==> config.mk <==
export PLATFORM = sky130hd
export DESIGN_NAME = scan_imem_loader
export DESIGN_NICKNAME = d
export VERILOG_FILES = /design/src/rtl/scan_imem_loader.sv
export SDC_FILE = /design/constraint.sdc
export NUM_CORES = 1
export LEC_CHECK = 0
export BUFFER_PORTS_ARGS = -buffer_cell sky130_fd_sc_hd__buf_2
export CORE_ASPECT_RATIO = 1.1
export CORE_UTILIZATION = 53
export DETAILED_ROUTE_END_ITERATION = 10
export PLACE_DENSITY = 0.79
export SYNTH_ARGS = -nofsm -noshare
export SYNTH_HDL_FRONTEND = slang
export SYNTH_SLANG_ARGS = --single-unit
==> constraint.sdc <==
create_clock -name clk -period 5.3 [get_ports clk]
set_input_delay 0.53 -clock clk [delete_from_list [all_inputs] [get_ports clk]]
set_output_delay 0.53 -clock clk [all_outputs]
set_load 0.005 [all_outputs]
==> src/rtl/scan_imem_loader.sv <==
// scan_imem_loader: deserializes a scan-pin session (mode, count, address) and streams
// 32-bit words into IMEM (write mode) or shifts IMEM words out on scan_out (read mode).
module scan_imem_loader #(
    parameter int ADDR_W   = 32,
    parameter int ADDR_INC = 4
) (
    input  logic              clk,
    input  logic              Rst,
    input  logic              scan_en,
    input  logic              scan_in,
    output logic              scan_out,
    output logic              scan_busy,
    output logic [ADDR_W-1:0] mem_addr,
    output logic [31:0]       mem_wdata,
    output logic              mem_we,
    output logic              mem_re,
    input  logic [31:0]       mem_rdata
);
    typedef enum logic [2:0] {IDLE, HDR_CNT, HDR_ADDR, WR_DATA, RD_REQ, RD_WAIT, RD_SHIFT, DONE} state_t;
    localparam logic [ADDR_W-1:0] INC = ADDR_W'(ADDR_INC);
    state_t state, state_n;
    logic              mode;
    logic [4:0]        bcnt;
    logic [31:0]       cnt, shreg, sh_next;
    logic [ADDR_W-1:0] addr, addr_q;
    logic              last, shifting;
    assign sh_next  = {scan_in, shreg[31:1]};
    assign last     = &bcnt;
    assign shifting = state inside {HDR_CNT, HDR_ADDR, WR_DATA, RD_SHIFT};
    always_ff @(posedge clk or posedge Rst)
        if (Rst) state <= IDLE;
        else     state <= state_n;
    // The read address is presented combinationally in RD_REQ so the strobe and address line up.
    always_comb begin
        state_n   = state;
        mem_re    = state == RD_REQ;
        scan_busy = state != IDLE;
        mem_addr  = state == RD_REQ ? addr : addr_q;
        case (state)
            IDLE:     state_n = scan_en ? HDR_CNT : IDLE;
            HDR_CNT:  state_n = last ? HDR_ADDR : HDR_CNT;
            HDR_ADDR: state_n = !last ? HDR_ADDR : cnt == 0 ? DONE : mode ? WR_DATA : RD_REQ;
            WR_DATA:  state_n = last && cnt == 1 ? DONE : WR_DATA;
            RD_REQ:   state_n = RD_WAIT;
            RD_WAIT:  state_n = RD_SHIFT;
            RD_SHIFT: state_n = !last ? RD_SHIFT : cnt == 1 ? DONE : RD_REQ;
            DONE:     state_n = DONE;
            default:  state_n = IDLE;
        endcase
        if (state != IDLE && !scan_en) state_n = IDLE;
    end
    // A word completed on its 32nd bit is written even if scan_en drops in that same cycle.
    always_ff @(posedge clk or posedge Rst)
        if (Rst) begin
            mode      <= 1'b0;
            bcnt      <= '0;
            cnt       <= '0;
            shreg     <= '0;
            addr      <= '0;
            addr_q    <= '0;
            mem_wdata <= '0;
            mem_we    <= 1'b0;
            scan_out  <= 1'b0;
        end else begin
            mem_we   <= state == WR_DATA && last;
            scan_out <= scan_en && (state == RD_WAIT ? mem_rdata[0] : state == RD_SHIFT && !last && shreg[1]);
            bcnt     <= shifting ? bcnt + 5'd1 : 5'd0;
            if (state == IDLE) mode <= scan_in;
            if (state inside {HDR_CNT, HDR_ADDR, WR_DATA}) shreg <= sh_next;
            else if (state == RD_WAIT) shreg <= mem_rdata;
            else if (state == RD_SHIFT) shreg <= shreg >> 1;
            if (state == HDR_CNT && last) cnt <= sh_next;
            if (state == HDR_ADDR && last) addr <= sh_next[ADDR_W-1:0];
            if (state == WR_DATA && last) begin
                mem_wdata <= sh_next;
                addr_q    <= addr;
            end
            if ((state == WR_DATA || state == RD_SHIFT) && last) begin
                addr <= addr + INC;
                cnt  <= cnt - 32'd1;
            end
        end
endmodule

==> results of run 1 <==
[registers in the layout (all words and copies together) (netlist names)]
signal and cells:
addr_q 32, state 3, mode 1, mem_wdata 32, bcnt 5, mem_we 1
scan_out 1, cnt 32, addr 32, shreg 31
[worst max-delay path, cell delays in order (launching register included)]
cell and delay [ns]:
dfrtp_1 0.39, ha_1 0.20, and3_1 0.16, ha_1 0.41, nand2_1 0.27, o21ai_1 1.00
o22ai_1 0.21, a41o_1 0.26, a21oi_1 0.12
[logic make-up (layout without fill, tap and decap cells)]
group	count (synthesis)	after routing
flops	170	170
fa+ha+maj	6	6
compound gates	170	170
buf+inv	72	161
simple gates	487	487
mux	36	36
xor+xnor	9	9
[placed cells by master, fill, tap and decap left out, types with 5 or more instances in the layout]
master	n
nand3_1	23
o22ai_1	43
dfrtp_1	170
ha_1	6
o21ai_0	20
inv_1	13
nor2_1	123
mux2_2	32
nand4_1	10
and3_1	8
buf_4	13
o21ai_1	8
a311oi_1	15
nor4_1	11
a211oi_1	21
or3_1	6
a21oi_1	23
a31oi_1	5
nand2_1	241
clkbuf_16	17
o211ai_1	5
xnor2_1	6
buf_2	103
and4_1	6
nor3_1	21
[worst min path at each step]
stage	slack, ns	startpoint	end	depth (start not counted)
CTS	0.13	Rst	addr_q[6]$_DFFE_PP0P_	2
global placement	0.44	bcnt[0]$_DFF_PP0_	bcnt[0]$_DFF_PP0_	1
global route	0.16	Rst	addr_q[31]$_DFFE_PP0P_	2
finish	0.12	Rst	addr_q[0]$_DFFE_PP0P_	2
detailed placement	0.46	mem_wdata[15]$_DFFE_PP0P_	mem_wdata[15]$_DFFE_PP0P_	2
floorplan	0.43	bcnt[0]$_DFF_PP0_	bcnt[0]$_DFF_PP0_	1
[metal layers]
metal  share of wire, %  global-route usage, %
met5                  0                      0
met3                8.0                   5.87
met1                 41                   39.9
met2                 48                   44.6
met4                2.9                   11.9
[final cells by class]
| class | count | area (µm²) |
|---|---|---|
| Tap cell | 196 | 245 |
| Clock inverter | 8 | 120 |
| Clock buffer | 22 | 464 |
| Timing Repair Buffer | 116 | 613 |
| Fill cell | 1283 | 5640 |
| Multi-Input combinational cell | 708 | 3890 |
| Inverter | 15 | 61.3 |
| Sequential cell | 170 | 4250 |
[report_power, final]
part           internal, mW  switching [mW]
sequential             1.34          0.0973
clock                 0.758           0.499
combinational        0.0397          0.0650
==> results.md, run 1 <==
* Fin cells at roughly 1200
* Routed WL per cell at about 19 µm
* Proportion of synthesized area in mux cells at under 10%
* CTS tree: built
* Synth Area in Adders at 0.894%
* Top-count cell post-synth: nand2_1
* Arrival time worst endpoint at 3.45 ns
* Layout cell share with drive strength beyond 1 at between 15 and 20%
* Vias/cell at just over 6
* Die height at between 100 and 150 µm
* Final total power at around 2.8 mW
* Worst Setup Path Type: reg2reg
* Yosys top cell by area: dfrtp_1
* Final wirelength at approximately 23000 µm
* Critical Path Sink: cnt[25]$_DFFE_PP0P_
* Number of max-cap violations at 0
* Slew headroom at approximately 20%
* Critical Path RT at about 5.7 ns
* Ant diodes at 0
* Async S/R FF share, synth at 100%
* Period utilization at between 50% and 60%
* Outcome: finished clean
* RR Startpoint: bcnt[0]$_DFF_PP0_
* Inst Count DP at between 1000 and 1500
* CTS Buffer Depth at 2
* Synth cell count leaders: nand2_1 (241), dfrtp_1 (170), nor2_1 (124), clkbuf_1 (50), o22ai_1 (43)
* Xor-xnor portion of the synthesized cell area at 0.938%
* Post-CTS resize count at 0
* Max VDD drop at 0.205 mV
* Final min period at slightly above 3 ns
* Largest net degree at the start of global routing at 68
* Clk_lat worst skew at 0.43 ns
* Vias in the first global route at ~7000
* Num Clock Sinks at 170
* Pre-CTS setup slack at 2.35 ns
* Die Area at roughly 0.016 mm²
* WHS at ~0.12 ns
* CP Max Fanout at 14
* Core Area at 0.0153 mm²
* Worst Setup End Kind: flip-flop
* Port bufs at approximately 100
* Final core area utilization at 63.1%
* Die Width at 122 µm
* Syn Nets at between 900 and 1000
* Initial DRC Count at about 750
* Setup ws final at about 2.2 ns
* Synth top area cells: dfrtp_1 (51%), nand2_1 (11%), nor2_1 (5.5%)
* Initial core utilization at 55.0%
* Layout area overhead at 14.9%
* Largest family of logic cells by synthesized area: simple AND/OR/NAND/NOR gates
* Gp weighted congestion at 0.935
* Simple-Gate Fraction of Synth Area at between 20% and 30%
* Synth cell types at between 60 and 70
* IO Pins at 104
* Mean Syn Cell Area at around 8.8 µm²
* Final Setup Violations at 0
* Worst-margin pin slew at ~1.2 ns
* Yosys warns at 0
* Final setup skew at slightly above 0.007 ns
* Worst-path clk slew at around 0.060 ns
* Inserted Clock Buffers at 17
* Mapped Area at between 0.008 and 0.009 mm²
* Synth Area in Compound Gates at between 10% and 20%
* Sequential share of the synthesized area at between 50 and 60%
* FF-to-FF End: cnt[25]$_DFFE_PP0P_
* Initial antenna violation count at 0
* HP Class: in2async
* PwrDens at about 290 mW/mm²
* DR vias at roughly 7600
* Post-CTS Setup Inserts at 0
* DRT Pass-1 Iters at 6
* Num rows at 47
* Antenna viol nets, final at 0
* CP Launch Type: flip-flop
* Gr usage total at ~29%
* Final HPWL from detailed placement at roughly 15000 µm
* Crit path from: bcnt[0]$_DFF_PP0_
* Fmax at approximately 320 MHz
* Max H-tree Level at 4
* Total gr overflow at 0
* Clock Tree Root: clkbuf_16
* Dpl cell area at approximately 0.009 mm²
* Syn Inst Count at 950
* RSZ-0062 raised after global routing: false
* Post-synth EDFFs at 0
* TNS Setup at 0 ns
* Final net count at ~1100
* Minimum setup slack among reg-to-reg paths at 2.21 ns
* Ys flop type: dfrtp_1
* Area share of the largest cell type after synthesis at around half
* DRC at 0
* Pins over their slew limit at 0
* Number of synthesized register bits at between 150 and 200
* Pleak at ~4.7 nW
* Hold-fix buffers, CTS at 0
* Final Hold Fails at 0
* Worst reg2reg path depth at 8
* First-pass GRT wire length at ~36000 µm
* Fin area at just under 0.01 mm²
(Power assumes the default switching activity.)
==> run 2: changes to the inputs <==
==> constraint.sdc (replaced) <==
create_clock -name clk -period 2.63 [get_ports clk]
set_input_delay 0.263 -clock clk [delete_from_list [all_inputs] [get_ports clk]]
set_output_delay 0.263 -clock clk [all_outputs]
set_load 0.005 [all_outputs]
==> run 2 against run 1 <==
Clock-buffer cell count stayed put. Sequential power rose by 100%. Wire length rose by 2.3%. Worst setup slack got worse by 2.1 ns. Via count up 1.7%. Non-clock buffer count up 25. Register-to-register slack worse by 2.1 ns. Core utilization rose by 1.7 points. Sequential share of layout area fell by 1.1 points. Flip-flop and latch count unchanged. Clock power rose by 110%.
==> results.md, run 2 (same netlist as run 1, synthesis figures left out) <==
* IO Pins at roughly 100
* Final setup skew at approximately 0.011 ns
* Post-CTS Setup Inserts at 0
* Pins over their slew limit at 0
* Final Hold Fails at 0
* Ant diodes at 0
* Period utilization at a little over nine tenths
* Layout area overhead at 18.0%
* Clock Tree Root: clkbuf_16
* Worst-margin pin slew at a little under 0.7 ns
* Clk_lat worst skew at between 0.4 and 0.5 ns
* Fill cells at 1222
* Routed WL per cell at approximately 19 µm
* Initial DRC Count at 768
* Port bufs at 103
* Largest net degree at the start of global routing at 62
* DR vias at 7714
* Die height at approximately 130 µm
* Clock power frac at approximately 46%
* Die Area at between 0.015 and 0.02 mm²
* Antenna viol nets, final at 0
* Fmax at 402 MHz
* Worst-path clk slew at about 0.060 ns
* Max H-tree Level at 4
* Number of max-cap violations at 0
* Outcome: finished clean
* Crit path cell chain: nor4_1 > nand4_1 > nor3_2 > a211oi_1 > a311oi_1
* Num Clock Sinks at 170
* Sequential cell area at 0.00425 mm²
* Core Area at around 0.015 mm²
* Inst Count DP at about 1200
* Sw Share at 23.9%
* Pleak at between 4 and 5 nW
* Crit path from: cnt[2]$_DFFE_PP0P_
* Worst Setup End Kind: flip-flop
* Num rows at 47
* Worst Setup Path Type: reg2reg
* Hold-fix buffers, CTS at 1
* Critical Path RT at a little under 3 ns
* DRT Pass-1 Iters at 5
* Final net count at roughly 1100
* Internal power at 4.36 mW
* CP Launch Type: flip-flop
* Gp weighted congestion at around 0.93
* Total gr overflow at 0
* HP Class: in2reg
* CTS Buffer Depth at 2
* TNS Setup at 0 ns
* Layout cell share with drive strength beyond 1 at about a fifth
* Max VDD drop at around 0.42 mV
* Initial core utilization at roughly 55%
* Critical path's largest stage delay at 0.57 ns
* First-pass GRT wire length at between 30000 and 40000 µm
* Final HPWL from detailed placement at 15900 µm
* Post-CTS resize count at 0
* Vias/cell at approximately 6
* Final total power at 5.72 mW
* CP Max Fanout at 7
* Sw Pwr at 1.37 mW
* Fin cells at 1262
* Die Width at about 120 µm
* Final wirelength at 23500 µm
* Multi-input gate area at 0.00389 mm²
* DRC at 0
* Vias in the first global route at around 7400
* Flop pwr share at a little over 50%
* CTS tree: built
* Inserted Clock Buffers at 17
* PwrDens at between 500 and 600 mW/mm²
* Final min period at roughly 2.5 ns
* Min-delay src: scan_en
* Slew headroom at around 54%
* Final Setup Violations at 0
* Most frequent cells in the layout: nand2_1 (241), dfrtp_1 (170), nor2_1 (123), buf_2 (103), o22ai_1 (43)
* Most common cell after layout, fill and taps aside: nand2_1
* RR Startpoint: cnt[2]$_DFFE_PP0P_
* Initial antenna violation count at 0
* Worst path slowest cell: nor3_2
* Gr usage total at between 30% and 40%
* Comb pwr share at 4.0%
* RSZ-0062 raised after global routing: false
* Arrival time worst endpoint at ~2.8 ns
-- run 2: cell types whose count changed in the layout (fill, tap and decap cells not counted) --
cell,before,now
clkbuf_1,3,2
buf_4,13,34
clkinvlp_4,2,3
dlygate4sd3_1,0,1
buf_12,0,3
clkinv_4,0,3
clkinv_2,3,2
inv_6,1,0
clkbuf_8,2,3
-- run 2: worst max-delay path: cells and delay by family (launching register included) --
family / cells / cell delay [ns]
simple gates: 3 / 1.53
flops: 1 / 0.46
compound gates: 2 / 0.42
-- run 2: path summary, 6_finish.rpt --
check	end	slack, ns	cells past startpoint
worst max register to register	cnt[29]$_DFFE_PP0P_	0.14	5
worst min-delay path	scan_out$_DFF_PP0_	0.08	3
worst min register to register	addr_q[18]$_DFFE_PP0P_	0.47	2
min in group asynchronous	addr_q[10]$_DFFE_PP0P_	0.48	3
worst max-delay path	cnt[29]$_DFFE_PP0P_	0.14	5
max in group asynchronous	mem_wdata[15]$_DFFE_PP0P_	1.41	4
-- run 2: routing by layer --
| metal | share of wire (%) | GRT usage [%] | wire (µm) | vias to the layer above |
|---|---|---|---|---|
| met5 | 0 | 0 | 0 | - |
| met4 | 2.2 | 12.1 | 526 | 0 |
| met3 | 7.5 | 6.51 | 1770 | 51 |
| met2 | 48 | 46.1 | 11200 | 343 |
| met1 | 42 | 41.9 | 9990 | 3759 |
| li1 | - | - | - | 3561 |
-- run 2: power groups by stage --
stage          combinational, mW  sequential [mW]  clock [mW]
5_1_grt                    0.258             2.89        2.73
4_1_cts                    0.231             2.88        2.63
3_3_place_gp               0.221             2.92           0
6_report                   0.228             2.89        2.61
3_5_place_dp               0.228             2.92           0
2_1_floorplan              0.147             2.82           0
-- run 2: stage by stage --
step | instance area (µm²) | hold WS [ns] | utilization, % | setup WS, ns
final | 9910 | 0.0758 | 64.8 | 0.139
after CTS | 9910 | 0.0697 | 64.8 | 0.244
after floorplan | 8410 | 0.380 | - | 0.198
after global placement | 9290 | 0.398 | 60.7 | 0.413
after global routing | 9910 | 0.0968 | 64.8 | 0.0463
after detailed placement | 9290 | 0.402 | 60.7 | 0.236
-- run 2: area by class of cell --
cell class,count,area share [%]
clock inverters,10,1.43
repair buffers,141,8.48
clock buffers,22,4.78
multi-input cells,708,39.3
inverters,15,0.606
flip-flops and latches,170,42.9
well taps,196,2.47
